$ cat config.mk
export PLATFORM = sky130hd
export DESIGN_NAME = adventure_room_fsm
export DESIGN_NICKNAME = d
export VERILOG_FILES = /design/src/rtl/adventure_room_fsm.sv
export SDC_FILE = /design/constraint.sdc
export NUM_CORES = 1
export LEC_CHECK = 0
export BUFFER_PORTS_ARGS = -buffer_cell sky130_fd_sc_hd__buf_2
export CORE_MARGIN = 3
export CORE_UTILIZATION = 56
export DETAILED_ROUTE_END_ITERATION = 6
export PLACE_DENSITY = 0.82
export SLEW_MARGIN = 20
export SYNTH_ARGS = -nofsm -noshare
export SYNTH_HDL_FRONTEND = slang
export SYNTH_SLANG_ARGS = --single-unit
$ cat constraint.sdc
create_clock -name clk -period 5.5 [get_ports clk]
set_input_delay 0.275 -clock clk [delete_from_list [all_inputs] [get_ports clk]]
set_output_delay 0.275 -clock clk [all_outputs]
set_load 0.02 [all_outputs]
$ cat src/rtl/adventure_room_fsm.sv
// Room-navigation FSM for the adventure game: tracks the player's room from
// edge-detected N/S/E/W presses, drives sw for the sword FSM and resolves the Dragon's Den.
module adventure_room_fsm #(
    parameter int MOVE_W = 8
) (
    input  logic              clk,
    input  logic              reset_n,
    input  logic              n,
    input  logic              s,
    input  logic              e,
    input  logic              w,
    input  logic              v,
    output logic              sw,
    output logic [6:0]        room,
    output logic              win,
    output logic              dead,
    output logic [MOVE_W-1:0] moves
);

    localparam logic [6:0] CAVE   = 7'b0000001;
    localparam logic [6:0] TUNNEL = 7'b0000010;
    localparam logic [6:0] RIVER  = 7'b0000100;
    localparam logic [6:0] STASH  = 7'b0001000;
    localparam logic [6:0] DEN    = 7'b0010000;
    localparam logic [6:0] VAULT  = 7'b0100000;
    localparam logic [6:0] GRAVE  = 7'b1000000;

    localparam logic [MOVE_W-1:0] MOVES_MAX = {MOVE_W{1'b1}};

    logic [6:0]        room_q,  room_d;
    logic [MOVE_W-1:0] moves_q, moves_d;
    logic [3:0]        btn_q,   btn_d;
    logic              arm_q,   arm_d;
    logic [3:0]        press;
    logic              go_n, go_s, go_e, go_w;
    logic              moved;

    // Button bit order is {n,s,e,w}.
    assign btn_d = {n, s, e, w};
    assign arm_d = 1'b1;

    // Presses are masked for the first edge after reset release so that a
    // button held through reset cannot masquerade as a fresh press.
    always_comb begin
        press = btn_d & ~btn_q & {4{arm_q}};
        go_n  = (press == 4'b1000);
        go_s  = (press == 4'b0100);
        go_e  = (press == 4'b0010);
        go_w  = (press == 4'b0001);
    end

    // State register, edge-detect copies and move counter.
    always_ff @(posedge clk or negedge reset_n) begin
        if (!reset_n) begin
            room_q  <= CAVE;
            moves_q <= '0;
            btn_q   <= '0;
            arm_q   <= 1'b0;
        end else begin
            room_q  <= room_d;
            moves_q <= moves_d;
            btn_q   <= btn_d;
            arm_q   <= arm_d;
        end
    end

    // Next-state logic.
    always_comb begin
        room_d = room_q;
        moved  = 1'b0;
        unique case (room_q)
            CAVE: begin
                if (go_e) begin
                    room_d = TUNNEL;
                    moved  = 1'b1;
                end
            end
            TUNNEL: begin
                if (go_w) begin
                    room_d = CAVE;
                    moved  = 1'b1;
                end else if (go_s) begin
                    room_d = RIVER;
                    moved  = 1'b1;
                end
            end
            RIVER: begin
                if (go_n) begin
                    room_d = TUNNEL;
                    moved  = 1'b1;
                end else if (go_w) begin
                    room_d = STASH;
                    moved  = 1'b1;
                end else if (go_e) begin
                    room_d = DEN;
                    moved  = 1'b1;
                end
            end
            STASH: begin
                if (go_e) begin
                    room_d = RIVER;
                    moved  = 1'b1;
                end
            end
            DEN: begin
                room_d = v ? VAULT : GRAVE;
                moved  = 1'b1;
            end
            VAULT, GRAVE: begin
                room_d = room_q;
            end
            default: begin
                // Corrupted state: fall back to the start room without counting a move.
                room_d = CAVE;
            end
        endcase
    end

    always_comb begin
        moves_d = moves_q;
        if (moved && (moves_q != MOVES_MAX)) begin
            moves_d = moves_q + MOVE_W'(1);
        end
    end

    // Output decode, purely from registered state.
    always_comb begin
        room  = room_q;
        sw    = room_q[3];
        win   = room_q[5];
        dead  = room_q[6];
        moves = moves_q;
    end

endmodule
Word-level counts from Yosys, hierarchy flattened
Index checks and enable logic that the tools add are counted.
{"block": "op_classes", "eq_ne": 16, "n_addsub": 1, "n_reduce_logical": 4, "bitwise": 4, "n_mux": 15}
{"op": "$mux W7", "count": 8}
{"op": "$pmux W7 S6", "count": 1}
{"op": "$add A8 B1 Y8 const B", "count": 1}
{"op": "$and A4 B4 Y4", "count": 2}
{"op": "$ne A8 B8 Y1 const B", "count": 1}
{"op": "$eq A7 B1 Y1 const B", "count": 1}
{"op": "$eq A7 B2 Y1 const B", "count": 1}
{"op": "$eq A7 B3 Y1 const B", "count": 1}
{"op": "$eq A7 B4 Y1 const B", "count": 1}
{"op": "$eq A7 B5 Y1 const B", "count": 1}
{"op": "$eq A7 B6 Y1 const B", "count": 1}
{"op": "$eq A7 B7 Y1 const B", "count": 1}
{"op": "$mux W1", "count": 5}
{"op": "$reduce_and A5 Y1", "count": 1}
{"op": "$eq A4 B1 Y1 const B", "count": 1}
{"op": "$eq A4 B2 Y1 const B", "count": 1}
{"op": "$eq A4 B3 Y1 const B", "count": 1}
{"op": "$eq A4 B4 Y1 const B", "count": 1}
{"op": "$ne A2 B2 Y1 const B", "count": 2}
{"op": "$ne A4 B4 Y1 const B", "count": 1}
{"op": "$not A4 Y4", "count": 1}
{"op": "$pmux W1 S4", "count": 1}
{"op": "$reduce_or A2 Y1", "count": 2}
{"op": "$ne A3 B3 Y1 const B", "count": 1}
{"op": "2 further kinds", "count": 2}
{"block": "totals", "word_cells": 44, "in_bits": 7, "ff_bits": 20, "out_inout_bits": 18}

Logic depth before layout (Yosys ltp)
{"block": "logic_depth", "word_depth": 9, "depth_mapped": 7, "mapped_depth_nobuf": 6}

Least setup slack after synthesis
No wires, ideal clock.
{"block": "synth_path", "path_kind": "reg2reg", "startpoint": "register room_q[5], in the netlist room[5]", "endpoint": "register moves_q[1], in the netlist moves[1]", "slack_ns": 3.429, "synth_period_minus_slack_ns": 2.071, "arrival_time_ns": 1.944, "path_stages_with_launch": 6, "path_cell_list": "dfrtp_1 > or4_1 > buf_2 > o211ai_4 > o21a_1 > mux2_1"}
{"block": "synth_between", "elab_chain_len": 4, "word_cells_on_any_way": 8}
{"item": "start, declared", "line": "30", "source": "logic [6:0] room_q, room_d;"}
{"item": "start signal, assigned", "line": "60", "source": "room_q <= room_d;"}
{"item": "$eq A7 B4 Y1 / $eq A7 B1 Y1 (equally long branches)", "line": "71", "source": "unique case (room_q)"}
{"item": "$reduce_or A2 Y1 (no line)"}
{"item": "$pmux W1 S4 *", "line": "71"}
{"item": "$logic_and A1 B1 Y1 *", "line": "121", "source": "if (moved && (moves_q != MOVES_MAX)) begin"}
{"item": "end signal, assigned", "line": "61", "source": "moves_q <= moves_d;"}
{"item": "end, declared", "line": "31", "source": "logic [MOVE_W-1:0] moves_q, moves_d;"}
Mark *: on every way between the ends. The rest lies on a longest branch, timed or not.
A chain may end at the register's enable or synchronous reset.

Worst setup path after layout
{"block": "layout_path", "startpoint": "register btn_q[0]", "endpoint": "register moves_q[1], in the netlist moves[1]"}
{"block": "layout_between", "elab_chain_len": 9, "word_cells_on_any_way": 14}
{"item": "start, declared", "line": "32", "source": "logic [3:0] btn_q, btn_d;"}
{"item": "start signal, assigned", "line": "62", "source": "btn_q <= btn_d;"}
{"item": "$not A4 Y4 *", "line": "45", "source": "press = btn_d & ~btn_q & {4{arm_q}};"}
{"item": "$and A4 B4 Y4 * (2 in a row)", "line": "45"}
{"item": "$eq A4 B2 Y1", "line": "48", "source": "go_e = (press == 4'b0010);"}
{"item": "$mux W1", "line": "73, 94, 100"}
{"item": "$mux W1", "line": "91", "source": "end else if (go_w) begin"}
{"item": "$mux W1", "line": "88", "source": "if (go_n) begin"}
{"item": "$pmux W1 S4 *", "line": "71"}
{"item": "$logic_and A1 B1 Y1 *", "line": "121"}
Marks and branches as above.

==> metrics.log <==
[metrics] status: finished, final reports clean
[metrics] DR iter-0 viols: 14
[metrics] RSZ-0062 raised after global routing: no
[metrics] global-route wire length before repair: 3.99 mm
[metrics] H-Tree Depth: 1
[metrics] total of buffers placed on input and output ports: 24
[metrics] initial core utilization: 61.7%
[metrics] Cells after Synth: 112
[metrics] clock tree root buffer cell: sky130_fd_sc_hd__clkbuf_4
[metrics] post-synthesis net count: 120
[metrics] critical path capture point type: flop
[metrics] TritonRoute pass-1 iters: 4
[metrics] clock tree sinks: 20
[metrics] Vias/cell: 5.88
[metrics] Max Cap Violations: 0
[metrics] overflow left after global routing: 0
[metrics] count of standard-cell rows: 15
[metrics] Min-Delay Path Depth: 1
[metrics] count of antenna diodes in the layout: 0
[metrics] Setup violations, final: 0
[metrics] WL/cell: 14.3 um
[metrics] Bufs on Longest Clock Path: 2
[metrics] Setup Crit Path Kind: flop to flop
[metrics] peak supply drop: 0.192 mV
[metrics] standby leakage power: 0.583 nW
[metrics] total vias in the final route: 935
[metrics] reg2reg setup slack: 3.24 ns
[metrics] CTS tree: yes
[metrics] dpl hpwl: 1.75 mm
[metrics] global routing usage summed across all routing layers: 20.8%
[metrics] required time of the critical path: 5.69 ns
[metrics] standard cell core area: 1800 sq um
[metrics] worst-path cell with the longest stage delay: sky130_fd_sc_hd__nor2b_1
[metrics] count of nets after finishing: 143
[metrics] pre-CTS WS: 3.22 ns
[metrics] cell count after placement: 154
[metrics] horizontal die dimension: 50.5 um
[metrics] final wirelength: 2.27 mm
[metrics] type of the worst min-delay path: input port to flop
[metrics] post-synthesis sequential area ratio: 45.2%
[metrics] Critical Path Fanout Max: 10
[metrics] post-route insts no fill: 159
[metrics] startpoint of the tightest hold check path: w
[metrics] Slowest Stage Delay on Critical Path: 0.47 ns
[metrics] min setup slack post-route: 3.24 ns
[metrics] routability-driven placement congestion ratio: 0.817
[metrics] count of state elements after synthesis: 20
[metrics] Unique masters post-synth: 41
[metrics] remaining number of nets flagged by the antenna check after routing: 0
[metrics] total I/O pin count: 25
[metrics] flip-flop cell with the highest count after synthesis: sky130_fd_sc_hd__dfrtp_1
[metrics] Total Die Area: 2550 sq um
[metrics] post-synthesis area per instance: 9.92 sq um
[metrics] number of buffers inserted during clock tree synthesis: 3
[metrics] layout cell share with drive strength beyond 1: 23.1%
[metrics] Worst R2R Start: btn_q[0]
[metrics] vias in the first global route: 907
[metrics] clock input transition at the sequential cells of the worst setup and hold paths: 0.10 ns
[metrics] Final Hold Viols: 0
[metrics] P per Cell Area: 352 nW/um^2
[metrics] critical path arrival: 2.46 ns
[metrics] layout overhead on the synthesized area: 13.1%
[metrics] CP cell instances: nor2b_1, xor2_1, or3_1, o211ai_4, o21a_1, mux2_1
[metrics] warnings from Yosys: 0
[metrics] filler cell count: 162
[metrics] synthesized area: 1110 sq um
[metrics] antenna violations before repair: 0
[metrics] Worst R2R End: moves[1]
[metrics] final worst-path cycle share: 41.2%
[metrics] worst clock skew on the final layout: 0.00319 ns
[metrics] proportion of synthesized flip-flops having asynchronous set or reset: 100%
[metrics] logic depth of the worst register-to-register path: 6
[metrics] area share of the largest cell type after synthesis: 42.8%
[metrics] worst hold path endpoint: btn_q[0]
[metrics] Fin Setup TNS: 0 ns
[metrics] clock insertion delay at the later pin of the skew report: 0.30 ns
[metrics] pin count of the biggest net entering global routing: 21
[metrics] post-layout min period: 2.26 ns
[metrics] chip height: 50.5 um
[metrics] Post-route DRC: 0
[metrics] Critical Path Source Type: flop
[metrics] pin slew with the least headroom to its limit: 0.582 ns
[metrics] final-report max-slew violation count: 0
[metrics] Slew HR: 61.1%
[metrics] largest area contributor in the synthesized netlist: sky130_fd_sc_hd__dfrtp_1
[metrics] cell types with the largest area share after synthesis: sky130_fd_sc_hd__dfrtp_1 (43%), sky130_fd_sc_hd__xnor2_1 (3.9%), sky130_fd_sc_hd__nor2_1 (3.7%), sky130_fd_sc_hd__mux2_1 (3.0%), sky130_fd_sc_hd__dfstp_2 (2.4%)
[metrics] Peak Freq: 442 MHz
[metrics] number of synthesized flops with an enable pin: 0
state kept, by name, indices dropped and copies added (netlist names):
signal  cells
room        7
moves       8
btn_q       4
arm_q       1
cells in the final DEF, fill, tap and decap left out, drive strengths merged, types with 4 or more instances in the layout:
master,n
buf,24
xnor2,5
o21ai,5
nand4,4
nand2,6
dfrtp,19
clkbuf,4
nor2,11
nor3,4
nand3,5
logic make-up after synthesis:
family	Yosys count	synth area share (%)
buffers and inverters	9	4.50
multiplexers	4	3.94
AND/OR/NAND/NOR	47	23.5
AO/OA/AOI/OAI	22	15.1
other	1	0.338
adder cells (fa/ha/maj)	1	1.13
flip-flops	20	45.2
XOR/XNOR	8	6.31
power breakdown:
part	internal (mW)	leakage, nW	switching, mW
combinational	0.0651	0.309	0.106
clock	0.0283	0.0150	0.0421
sequential	0.173	0.259	0.0268
through the flow:
step | utilization, % | total power, mW | hold WS (ns) | cell area, sq um
floorplan | - | 0.328 | -0.0206 | 1110
global placement | 67.7 | 0.371 | 0.238 | 1220
detailed placement | 67.7 | 0.373 | 0.243 | 1220
CTS | 69.7 | 0.447 | 0.0782 | 1260
global route | 69.7 | 0.478 | 0.0595 | 1260
finish | 69.7 | 0.442 | 0.0867 | 1260
critical path, delay by kind of cell (launching register included):
kind                      cells  cell delay [ns]
DFF                           1             0.38
AOI/OAI and AO/OA             2             0.38
and+or+nand+nor               2             0.91
muxes                         1             0.33
xor gates and xnor gates      1             0.15
layout make-up:
class,instances,area [sq um],area share (%)
multi-input combinational,83,559,44.5
clock buffer,4,26.3,2.09
inverter,2,7.51,0.598
timing repair buffer,25,130,10.4
tap,25,31.3,2.49
sequential,20,502,39.9
cell usage after synthesis, types with 2 or more instances:
cell                        n
sky130_fd_sc_hd__nand2b_1   3
sky130_fd_sc_hd__nor3b_1    2
sky130_fd_sc_hd__a22o_1     2
sky130_fd_sc_hd__o21ai_0    5
sky130_fd_sc_hd__nor4b_1    2
sky130_fd_sc_hd__xnor2_1    5
sky130_fd_sc_hd__nand3_1    5
sky130_fd_sc_hd__nor3_1     4
sky130_fd_sc_hd__dfrtp_1   19
sky130_fd_sc_hd__a21oi_1    2
sky130_fd_sc_hd__nor2_1    11
sky130_fd_sc_hd__o21a_1     2
sky130_fd_sc_hd__nor2b_1    2
sky130_fd_sc_hd__nand4_1    4
sky130_fd_sc_hd__buf_4      3
sky130_fd_sc_hd__nand2_1    6
sky130_fd_sc_hd__xor2_1     3
sky130_fd_sc_hd__inv_1      2
sky130_fd_sc_hd__a31oi_1    3
sky130_fd_sc_hd__buf_2      4
sky130_fd_sc_hd__mux2_1     3
per-layer routing:
metal	track usage (%)	share of wire (%)	vias up
li1	-	-	447
met1	23.6	41	455
met2	37.2	52	26
met3	2.67	3.7	7
met4	12.1	2.9	0
met5	0	0	-
worst max-delay path by stage:
stage,to,slack [ns],from,cells after the start
after floorplan,moves[1],3.43,room[5],5
after global placement,moves[1],3.26,w,7
after detailed placement,moves[1],3.22,w,7
after CTS,moves[1],3.24,btn_q[0],6
after global routing,moves[1],3.08,btn_q[0],6
final,moves[1],3.24,btn_q[0],6
what timing repair did:
action / 4_1_cts / 5_1_grt
hold buffers: 1 / 0
setup buffers: 0 / 0
gates resized for setup: 0 / 0
endpoints found under the hold margin: 19 / 0
(Power assumes the default switching activity.)
